`src/rtl/dac_update_scheduler.sv`:
```
// dac_update_scheduler
//   Owns the single DAC channel. Two requesters, the SPGD engine and the host
//   register path, share it through a round-robin arbiter. The arbiter favours
//   the host out of reset. Each accepted code is optionally converted from
//   offset binary to two's complement and registered onto dac_data. A
//   programmable settle interval then runs, and settle_done pulses when it
//   ends.
//
// Ports
//   clk, rst                    clock; asynchronous active-high reset
//   spgd_valid/ready/code       SPGD requester (ready is combinational, IDLE only)
//   host_valid/ready/code       host requester (ready is combinational, IDLE only)
//   fmt_offset_bin              1 = convert offset binary, 0 = pass through
//   dac_data, dac_we            registered DAC code and its one-cycle write strobe
//   busy                        high from acceptance until the settle interval ends
//   settle_done                 one-cycle pulse in the final settle cycle
//   last_src                    source of the current dac_data (0 = SPGD, 1 = host)
//
// Optional feature (macro DAC_SCHED_CLAMP_EN)
//   Adds the clamp_min and clamp_max inputs and the sticky clamp_hit output.
//   Each accepted code is saturated to [clamp_min, clamp_max], compared as an
//   unsigned value, before conversion. If clamp_min > clamp_max, the code is
//   forced to clamp_min.

module dac_update_scheduler #(
  parameter int unsigned WIRE_WIDTH    = 14,
  parameter int unsigned SETTLE_CYCLES = 16,
  parameter int unsigned CNT_WIDTH     = 16
) (
  input  logic                  clk,
  input  logic                  rst,
  input  logic                  spgd_valid,
  output logic                  spgd_ready,
  input  logic [WIRE_WIDTH-1:0] spgd_code,
  input  logic                  host_valid,
  output logic                  host_ready,
  input  logic [WIRE_WIDTH-1:0] host_code,
  input  logic                  fmt_offset_bin,
`ifdef DAC_SCHED_CLAMP_EN
  input  logic [WIRE_WIDTH-1:0] clamp_min,
  input  logic [WIRE_WIDTH-1:0] clamp_max,
  output logic                  clamp_hit,
`endif
  output logic [WIRE_WIDTH-1:0] dac_data,
  output logic                  dac_we,
  output logic                  busy,
  output logic                  settle_done,
  output logic                  last_src
);

  typedef enum logic [1:0] {IDLE, LOAD, SETTLE} state_e;

  localparam logic [CNT_WIDTH-1:0] CNT_LOAD = CNT_WIDTH'(SETTLE_CYCLES - 1);

  state_e                state_q;
  logic                  rr_host_q;   // 1 = host wins a tie
  logic [CNT_WIDTH-1:0]  cnt_q;
  logic [WIRE_WIDTH-1:0] dac_data_q;
  logic                  dac_we_q;
  logic                  busy_q;
  logic                  settle_done_q;
  logic                  last_src_q;

  logic                  grant_host;
  logic                  grant_spgd;
  logic                  accept;
  logic [WIRE_WIDTH-1:0] code_sel;
  logic [WIRE_WIDTH-1:0] code_lim;
  logic [WIRE_WIDTH-1:0] code_conv;

  always_comb begin
    grant_host = 1'b0;
    grant_spgd = 1'b0;
    if (state_q == IDLE) begin
      if (host_valid && (!spgd_valid || rr_host_q)) grant_host = 1'b1;
      else if (spgd_valid)                          grant_spgd = 1'b1;
    end
  end

  assign host_ready = grant_host;
  assign spgd_ready = grant_spgd;
  assign accept     = grant_host | grant_spgd;
  assign code_sel   = grant_host ? host_code : spgd_code;

`ifdef DAC_SCHED_CLAMP_EN
  logic clamp_now;
  logic clamp_hit_q;

  always_comb begin
    code_lim = code_sel;
    if (clamp_min > clamp_max)      code_lim = clamp_min;
    else if (code_sel < clamp_min)  code_lim = clamp_min;
    else if (code_sel > clamp_max)  code_lim = clamp_max;
    clamp_now = (code_lim != code_sel);
  end

  always_ff @(posedge clk or posedge rst) begin
    if (rst)                     clamp_hit_q <= 1'b0;
    else if (accept & clamp_now) clamp_hit_q <= 1'b1;
  end

  assign clamp_hit = clamp_hit_q;
`else
  assign code_lim = code_sel;
`endif

  // Offset binary to two's complement: flip the MSB.
  assign code_conv = fmt_offset_bin
                   ? {~code_lim[WIRE_WIDTH-1], code_lim[WIRE_WIDTH-2:0]}
                   : code_lim;

  // The output registers load on the accept edge, so the new dac_data,
  // dac_we and last_src are visible throughout the LOAD cycle. LOAD itself
  // arms the settle counter. settle_done is raised one edge early so that
  // it is high during the final SETTLE cycle, the cycle that returns to IDLE.
  always_ff @(posedge clk or posedge rst) begin
    if (rst) begin
      state_q       <= IDLE;
      rr_host_q     <= 1'b1;
      cnt_q         <= '0;
      dac_data_q    <= '0;
      dac_we_q      <= 1'b0;
      busy_q        <= 1'b0;
      settle_done_q <= 1'b0;
      last_src_q    <= 1'b0;
    end else begin
      dac_we_q      <= 1'b0;
      settle_done_q <= 1'b0;
      case (state_q)
        IDLE: begin
          if (accept) begin
            dac_data_q <= code_conv;
            dac_we_q   <= 1'b1;
            last_src_q <= grant_host;
            rr_host_q  <= grant_spgd;
            busy_q     <= 1'b1;
            state_q    <= LOAD;
          end
        end
        LOAD: begin
          cnt_q   <= CNT_LOAD;
          state_q <= SETTLE;
          if (CNT_LOAD == '0) settle_done_q <= 1'b1;
        end
        SETTLE: begin
          if (cnt_q == '0) begin
            busy_q  <= 1'b0;
            state_q <= IDLE;
          end else begin
            cnt_q <= cnt_q - CNT_WIDTH'(1);
            if (cnt_q == CNT_WIDTH'(1)) settle_done_q <= 1'b1;
          end
        end
        default: state_q <= IDLE;
      endcase
    end
  end

  assign dac_data    = dac_data_q;
  assign dac_we      = dac_we_q;
  assign busy        = busy_q;
  assign settle_done = settle_done_q;
  assign last_src    = last_src_q;

endmodule

```
`config.mk`:
```
export PLATFORM = sky130hd
export DESIGN_NAME = dac_update_scheduler
export DESIGN_NICKNAME = d
export VERILOG_FILES = /design/src/rtl/dac_update_scheduler.sv
export SDC_FILE = /design/constraint.sdc
export NUM_CORES = 1
export LEC_CHECK = 0
export BUFFER_PORTS_ARGS = -buffer_cell sky130_fd_sc_hd__buf_2
export CORE_ASPECT_RATIO = 0.7
export CORE_MARGIN = 1
export CORE_UTILIZATION = 54
export DETAILED_ROUTE_END_ITERATION = 10
export MAX_ROUTING_LAYER = met4
export PLACE_DENSITY = 0.87
export SYNTH_ARGS = -nofsm -noshare
export SYNTH_HDL_FRONTEND = slang
export SYNTH_SLANG_ARGS = --single-unit
```
`constraint.sdc`:
```
create_clock -name clk -period 4.2 [get_ports clk]
set_input_delay 0.63 -clock clk [delete_from_list [all_inputs] [get_ports clk]]
set_output_delay 0.63 -clock clk [all_outputs]
set_load 0.02 [all_outputs]
```
=== Yosys cells after proc, flatten, opt, wreduce, memory -nomap -nowiden ===
Index checks and enable logic that the tools add are counted.

* Register bits after elaboration: 37
* Word-level logic and storage cells: 48
* Output and inout bits: 20

* Bitwise gates (word level): 2
* Equal/unequal tests: 6
* Multiplexer cells: 20
* Reduce and logical (&&, ||, !) cells: 11
* Add/sub/neg operators: 1

{| class="wikitable"
|+ Operators by type and width
! cell !! count
|-
| case mux 16 bit (2 select lines) || 1
|-
| 2-to-1 mux 14 bit || 2
|-
| equality test 16 x 1 -> 1 bit (second input constant) || 1
|-
| logical NOT 16 bit || 1
|-
| 2-to-1 mux 16 bit || 1
|-
| subtractor 16 x 1 -> 16 bit (second input constant) || 1
|-
| 2-to-1 mux 1 bit || 12
|-
| != test 2 bit (second input constant) || 3
|-
| case mux 2 bit (3 select lines) || 1
|-
| AND reduction 2 bit || 3
|-
| 2-to-1 mux 2 bit || 2
|-
| nonzero test 2 bit || 2
|-
| AND reduction 3 bit || 1
|-
| equality test 2 x 1 -> 1 bit (second input constant) || 1
|-
| equality test 2 bit (second input constant) || 1
|-
| logical NOT 2 bit || 1
|-
| case mux 1 bit (2 select lines) || 1
|-
| logical AND 1 bit || 1
|-
| logical NOT 1 bit || 1
|-
| logical OR 1 bit || 1
|-
| NOT 1 bit || 1
|-
| OR 1 bit || 1
|}

=== Logic depth before layout (Yosys ltp) ===
* Word-level depth: 8
* Mapped depth: 7
* Gate-level depth less buffers: 6

=== Worst setup path before layout ===
OpenSTA, ideal clock, no wires.

* Path kind: register to register
* Start point: register cnt_q[0]
* End point: register cnt_q[10]
* Required time: 4.122 ns
* Library setup time: 0.078 ns
* Data arrival time: 2.115 ns
* Setup slack: 2.007 ns
* Stages on the path, launching flop included: 8
* Path through: dfrtp_1 > inv_1 > ha_1 > or3b_1 > clkbuf_2 > or3_1 > or4b_1 > a21oi_1

* Cells in the longest elaborated chain, start to end: 3
* Elaborated cells between the ends (all ways): 6
* Those cells by class: add/sub: 1; eq/ne: 1; mux: 2; reduce/logical: 2

{| class="wikitable"
|+ Ends and longest elaborated chain
! item !! line !! source
|-
| start: declaration || 57 || <nowiki>logic [CNT_WIDTH-1:0] cnt_q;</nowiki>
|-
| start signal: assignment || 150 || <nowiki>cnt_q <= cnt_q - CNT_WIDTH'(1);</nowiki>
|-
| subtractor 16 x 1 -> 16 bit or logical NOT 16 bit (tied branches) || 150, 146 ||
|-
| 2-to-1 mux 16 bit or != test 2 bit (tied branches) || n/a ||
|-
| case mux 16 bit (2 select lines) or AND reduction 2 bit (tied branches) || n/a ||
|}

Several ways; a longest one is shown, not always the timed one. The select of a mux whose other input is x is not followed.
A chain may end at the register's enable or synchronous reset.

=== Worst setup path after layout ===
* Start point: register state_q[1]
* End point: output port spgd_ready

* Cells in the longest elaborated chain, start to end: 2

{| class="wikitable"
|+ Ends and longest elaborated chain
! item !! line !! source
|-
| start: declaration || 55 || <nowiki>state_e state_q;</nowiki>
|-
| start signal: assignment || 118 || <nowiki>state_q <= IDLE;</nowiki>
|-
| start signal: assignment || 137 || <nowiki>state_q <= LOAD;</nowiki>
|-
| start signal: assignment || 142 || <nowiki>state_q <= SETTLE;</nowiki>
|-
| logical NOT 2 bit || 74 || <nowiki>if (state_q == IDLE) begin</nowiki>
|-
| 2-to-1 mux 1 bit || 74 ||
|-
| end: declaration || 33 || <nowiki>output logic spgd_ready,</nowiki>
|}

Every way passes these cells.

==> results.md <==
| Metric | This run |
| --- | --- |
| Result of the run | finished, final reports clean |
| Most common cell in the netlist | sky130_fd_sc_hd__dfrtp_1 |
| Count of yosys warnings during synthesis | 0 |
| Number of buffers added by the clock tree synthesis step | 5 |
| Number of DRC markers in iteration 0 | 106 |
| Syn_area_per_cell | 9.54 um2 |
| Floorplan row count | 17 |
| Worst Path Arrival | 1.88 ns |
| Cell taking the most area after synthesis | sky130_fd_sc_hd__dfrtp_1 |
| Crit-path max FO | 15 |
| Leading cell types by total area after synthesis | sky130_fd_sc_hd__dfrtp_1 (50%), sky130_fd_sc_hd__nor2_1 (7.3%), sky130_fd_sc_hd__o22ai_1 (4.5%), sky130_fd_sc_hd__mux2i_1 (3.3%), sky130_fd_sc_hd__or4_1 (2.9%) |
| Placer congestion estimate | 0.882 |
| Leading register cell type out of synthesis | sky130_fd_sc_hd__dfrtp_1 |
| CP max-delay cell | sky130_fd_sc_hd__nand3_1 |
| FF-to-FF path depth | 6 |
| Power share of the combinational group | 39.7% |
| Final setup violation count | 0 |
| Post-CTS Hold Fix Bufs | 0 |
| Via count of the first global-routing pass | 1362 |
| Fraction of post-synthesis cell area in the top cell type by area | 50.2% |
| Antenna violations before repair | 0 |
| Dominant combinational cell family by area after synthesis | simple AND/OR/NAND/NOR gates |
| Die Wd | 70.9 um |
| Internal power summed over all cells | 798 uW |
| Syn Inst Count | 188 |
| Port Buffer Count | 52 |
| Reg-to-reg setup timing slack | 1.86 ns |
| Synthesis-to-finish area growth | 21.5% |
| Wire length of the first global-routing pass | 6220 um |
| Sequential fraction of design power | 40.1% |
| Maximum clock skew at final layout | 0.0106 ns |
| Number of I/O pins | 53 |
| Core ar. | 0.00315 mm2 |
| Count of H-tree levels built during CTS | 2 |
| Clock tree from TritonCTS | done |
| Setup ws final | 1.69 ns |
| Number of flip-flops and latches in the synthesized netlist | 37 |
| Worst hold path type | input pin to asynchronous set/reset pin |
| Async set-reset flop share out of synthesis | 100% |
| Average via count per standard cell | 5.66 |
| WL/cell | 13.5 um |
| Clock period minus final worst setup slack | 2.51 ns |
| Final hold viol count | 0 |
| Clock share of power | 20.2% |
| Worst-margin pin slew | 0.656 ns |
| Effective utilization at floorplan | 57.0% |
| Clock root cell | sky130_fd_sc_hd__clkbuf_8 |
| MaxCap Viol Count | 0 |
| Simple-gate area share of the yosys netlist | 26.2% |
| Synthesized-area fraction occupied by ao, oa, aoi and oai cells | 14.4% |
| Detailed Routing Iterations Pass 1 | 6 |
| R2r startpoint | cnt_q[0] |
| Mux contribution to synthesized area | 3.35% |
| Switching share of power | 40.2% |
| CP cell instances | nor2_1, nand3_1, inv_1, buf_2 |
| GRT Overall Usage | 23.3% |
| Remaining global-route overflow | 0 |
| RSZ-0062 raised after global routing | false |
| Post-synthesis share of cell area spent on full adders, half adders and majority gates | 1.39% |
| Clock transition time at the flip-flop clock pins of the worst setup and hold paths | 0.08 ns |
| Total wirelength of the detailed-routed design | 3770 um |
| Antenna fix cells | 0 |
| Count of nets left with antenna violations after detail routing | 0 |
| Highest cell delay on the worst timing path | 0.46 ns |
| Final Max Tran Viols | 0 |
| List of most frequent post-synthesis cells | sky130_fd_sc_hd__dfrtp_1 (36), sky130_fd_sc_hd__nor2_1 (35), sky130_fd_sc_hd__o22ai_1 (13) |
| Worst setup SP type | flip-flop |
| Net switching power | 537 uW |
| Number of fill cells in the layout | 245 |
| Clock sink count | 37 |
| Number of buffers and inverters on the critical path | 2 |
| EDFF count, synth | 0 |
| Post-CTS repair timing setup buffer count | 0 |
| Max Freq | 0.398 GHz |
| Critical path capture point type | output pin |
| Worst skew pair latency | 0.28 ns |
| Total Nets Final | 275 |
| Total negative slack | 0 ns |
| Post-Syn Nets | 223 |
| Multi-input gate area in the final layout | 813 um2 |
| Post-synthesis cell area | 0.00179 mm2 |
| Kind of cell with the highest combined delay on the critical path | simple AND/OR/NAND/NOR gates |
| Share of final-layout standard cells stronger than drive strength 1 | 28.6% |
| Pin count of the biggest net entering global routing | 26 |
| Worst Path Required | 3.57 ns |
| Total number of vias | 1578 |
| DRC viols | 0 |
| Worst max-slew margin expressed relative to the limit | 55.9% |
| Sequential-to-total area share from yosys stat | 51.7% |
| Static leakage | 1.04 nW |
| Hold_ws | 0.345 ns |
| Peak ir drop on the vdd network | 0.455 mV |
| Final period util | 59.8% |
| Floorplan die area | 0.00356 mm2 |
| Largest buffer count on any clock path | 2 |
| Unique masters post-synth | 37 |
| Height of the die | 50.2 um |
| Reg-to-reg critical path endpoint | cnt_q[10] |
| Area used by sequential logic in the layout | 927 um2 |
| HPWL reported at the end of detailed placement | 2760 um |
| Path type of the worst setup path | flip-flop to output pin |
| Power Density | 612 mW/mm2 |
| Post-CTS Resized | 0 |
| Worst slack at placement | 1.89 ns |
| Xor and xnor fraction of the mapped netlist area | 0% |
==> cell families (layout without fill, tap and decap cells) <==
kind of cell | Yosys count | after routing
flops | 37 | 37
compound gates | 39 | 39
fa+ha+maj | 2 | 2
mux | 6 | 6
buf+inv | 14 | 67
simple gates | 90 | 90
==> worst max path at each step <==
stage	to	cells after the start	startpoint
CTS	spgd_ready	4	state_q[1]
global placement	cnt_q[10]	6	cnt_q[0]
finish	spgd_ready	4	state_q[1]
detailed placement	cnt_q[10]	6	cnt_q[0]
floorplan	cnt_q[10]	7	cnt_q[0]
global route	spgd_ready	4	state_q[0]
==> routing by layer <==
layer	GRT usage (%)	routed length, um
met1	32.7	1880
met3	5.22	162
met5	-	0
met4	6.00	21
met2	34.6	1710
==> worst reg2reg max path: cells and delay by family, from the launching register on <==
kind            cells  cell delay [ns]
compound gates      1             0.15
fa+ha+maj           1             0.17
buf+inv             1             0.09
flops               1             0.42
simple gates        3             1.45
==> through the flow <==
stage	area (um2)	utilization, %	power [mW]	std cells
CTS	2180	69.2	1.34	279
global route	2180	69.2	1.42	279
global placement	2080	66.0	1.05	271
finish	2180	69.2	1.33	279
detailed placement	2080	66.0	1.07	271
floorplan	1790	-	0.908	188
==> sequential cells by signal (all words and copies together), names as in the netlist <==
name         flops
last_src         1
dac_data        14
rr_host_q        1
dac_we           1
busy             1
state_q          2
settle_done      1
cnt_q           16
==> power groups by stage <==
| stage | logic [mW] | registers [mW] | clock network, mW |
|---|---|---|---|
| floorplan | 0.283 | 0.625 | 0 |
| global placement | 0.516 | 0.534 | 0 |
| detailed placement | 0.528 | 0.539 | 0 |
| CTS | 0.530 | 0.534 | 0.273 |
| global route | 0.585 | 0.548 | 0.289 |
| finish | 0.530 | 0.535 | 0.269 |
==> cells in the final DEF (no fill, tap or decap), types with 3 or more instances in the layout <==
| master | count |
|---|---|
| sky130_fd_sc_hd__buf_2 | 52 |
| sky130_fd_sc_hd__nor3_1 | 6 |
| sky130_fd_sc_hd__nand3_1 | 4 |
| sky130_fd_sc_hd__nand2_1 | 12 |
| sky130_fd_sc_hd__nand2b_1 | 6 |
| sky130_fd_sc_hd__or3_1 | 5 |
| sky130_fd_sc_hd__nor4_1 | 5 |
| sky130_fd_sc_hd__mux2i_1 | 6 |
| sky130_fd_sc_hd__o21ai_0 | 5 |
| sky130_fd_sc_hd__o311ai_0 | 3 |
| sky130_fd_sc_hd__clkbuf_8 | 7 |
| sky130_fd_sc_hd__dfrtp_1 | 36 |
| sky130_fd_sc_hd__inv_1 | 6 |
| sky130_fd_sc_hd__or4_1 | 7 |
| sky130_fd_sc_hd__o21a_1 | 3 |
| sky130_fd_sc_hd__a21oi_1 | 6 |
| sky130_fd_sc_hd__nor2_1 | 35 |
| sky130_fd_sc_hd__o22ai_1 | 13 |
==> area by class of cell <==
class / instances / share of cell area (%)
clock buffers: 7 / 4.42
clock inverters: 1 / 0.230
inverters: 6 / 1.03
multi-input cells: 137 / 37.3
flip-flops and latches: 37 / 42.5
well taps: 38 / 2.18
repair buffers: 53 / 12.3
Power figures use the tool's default switching activity.
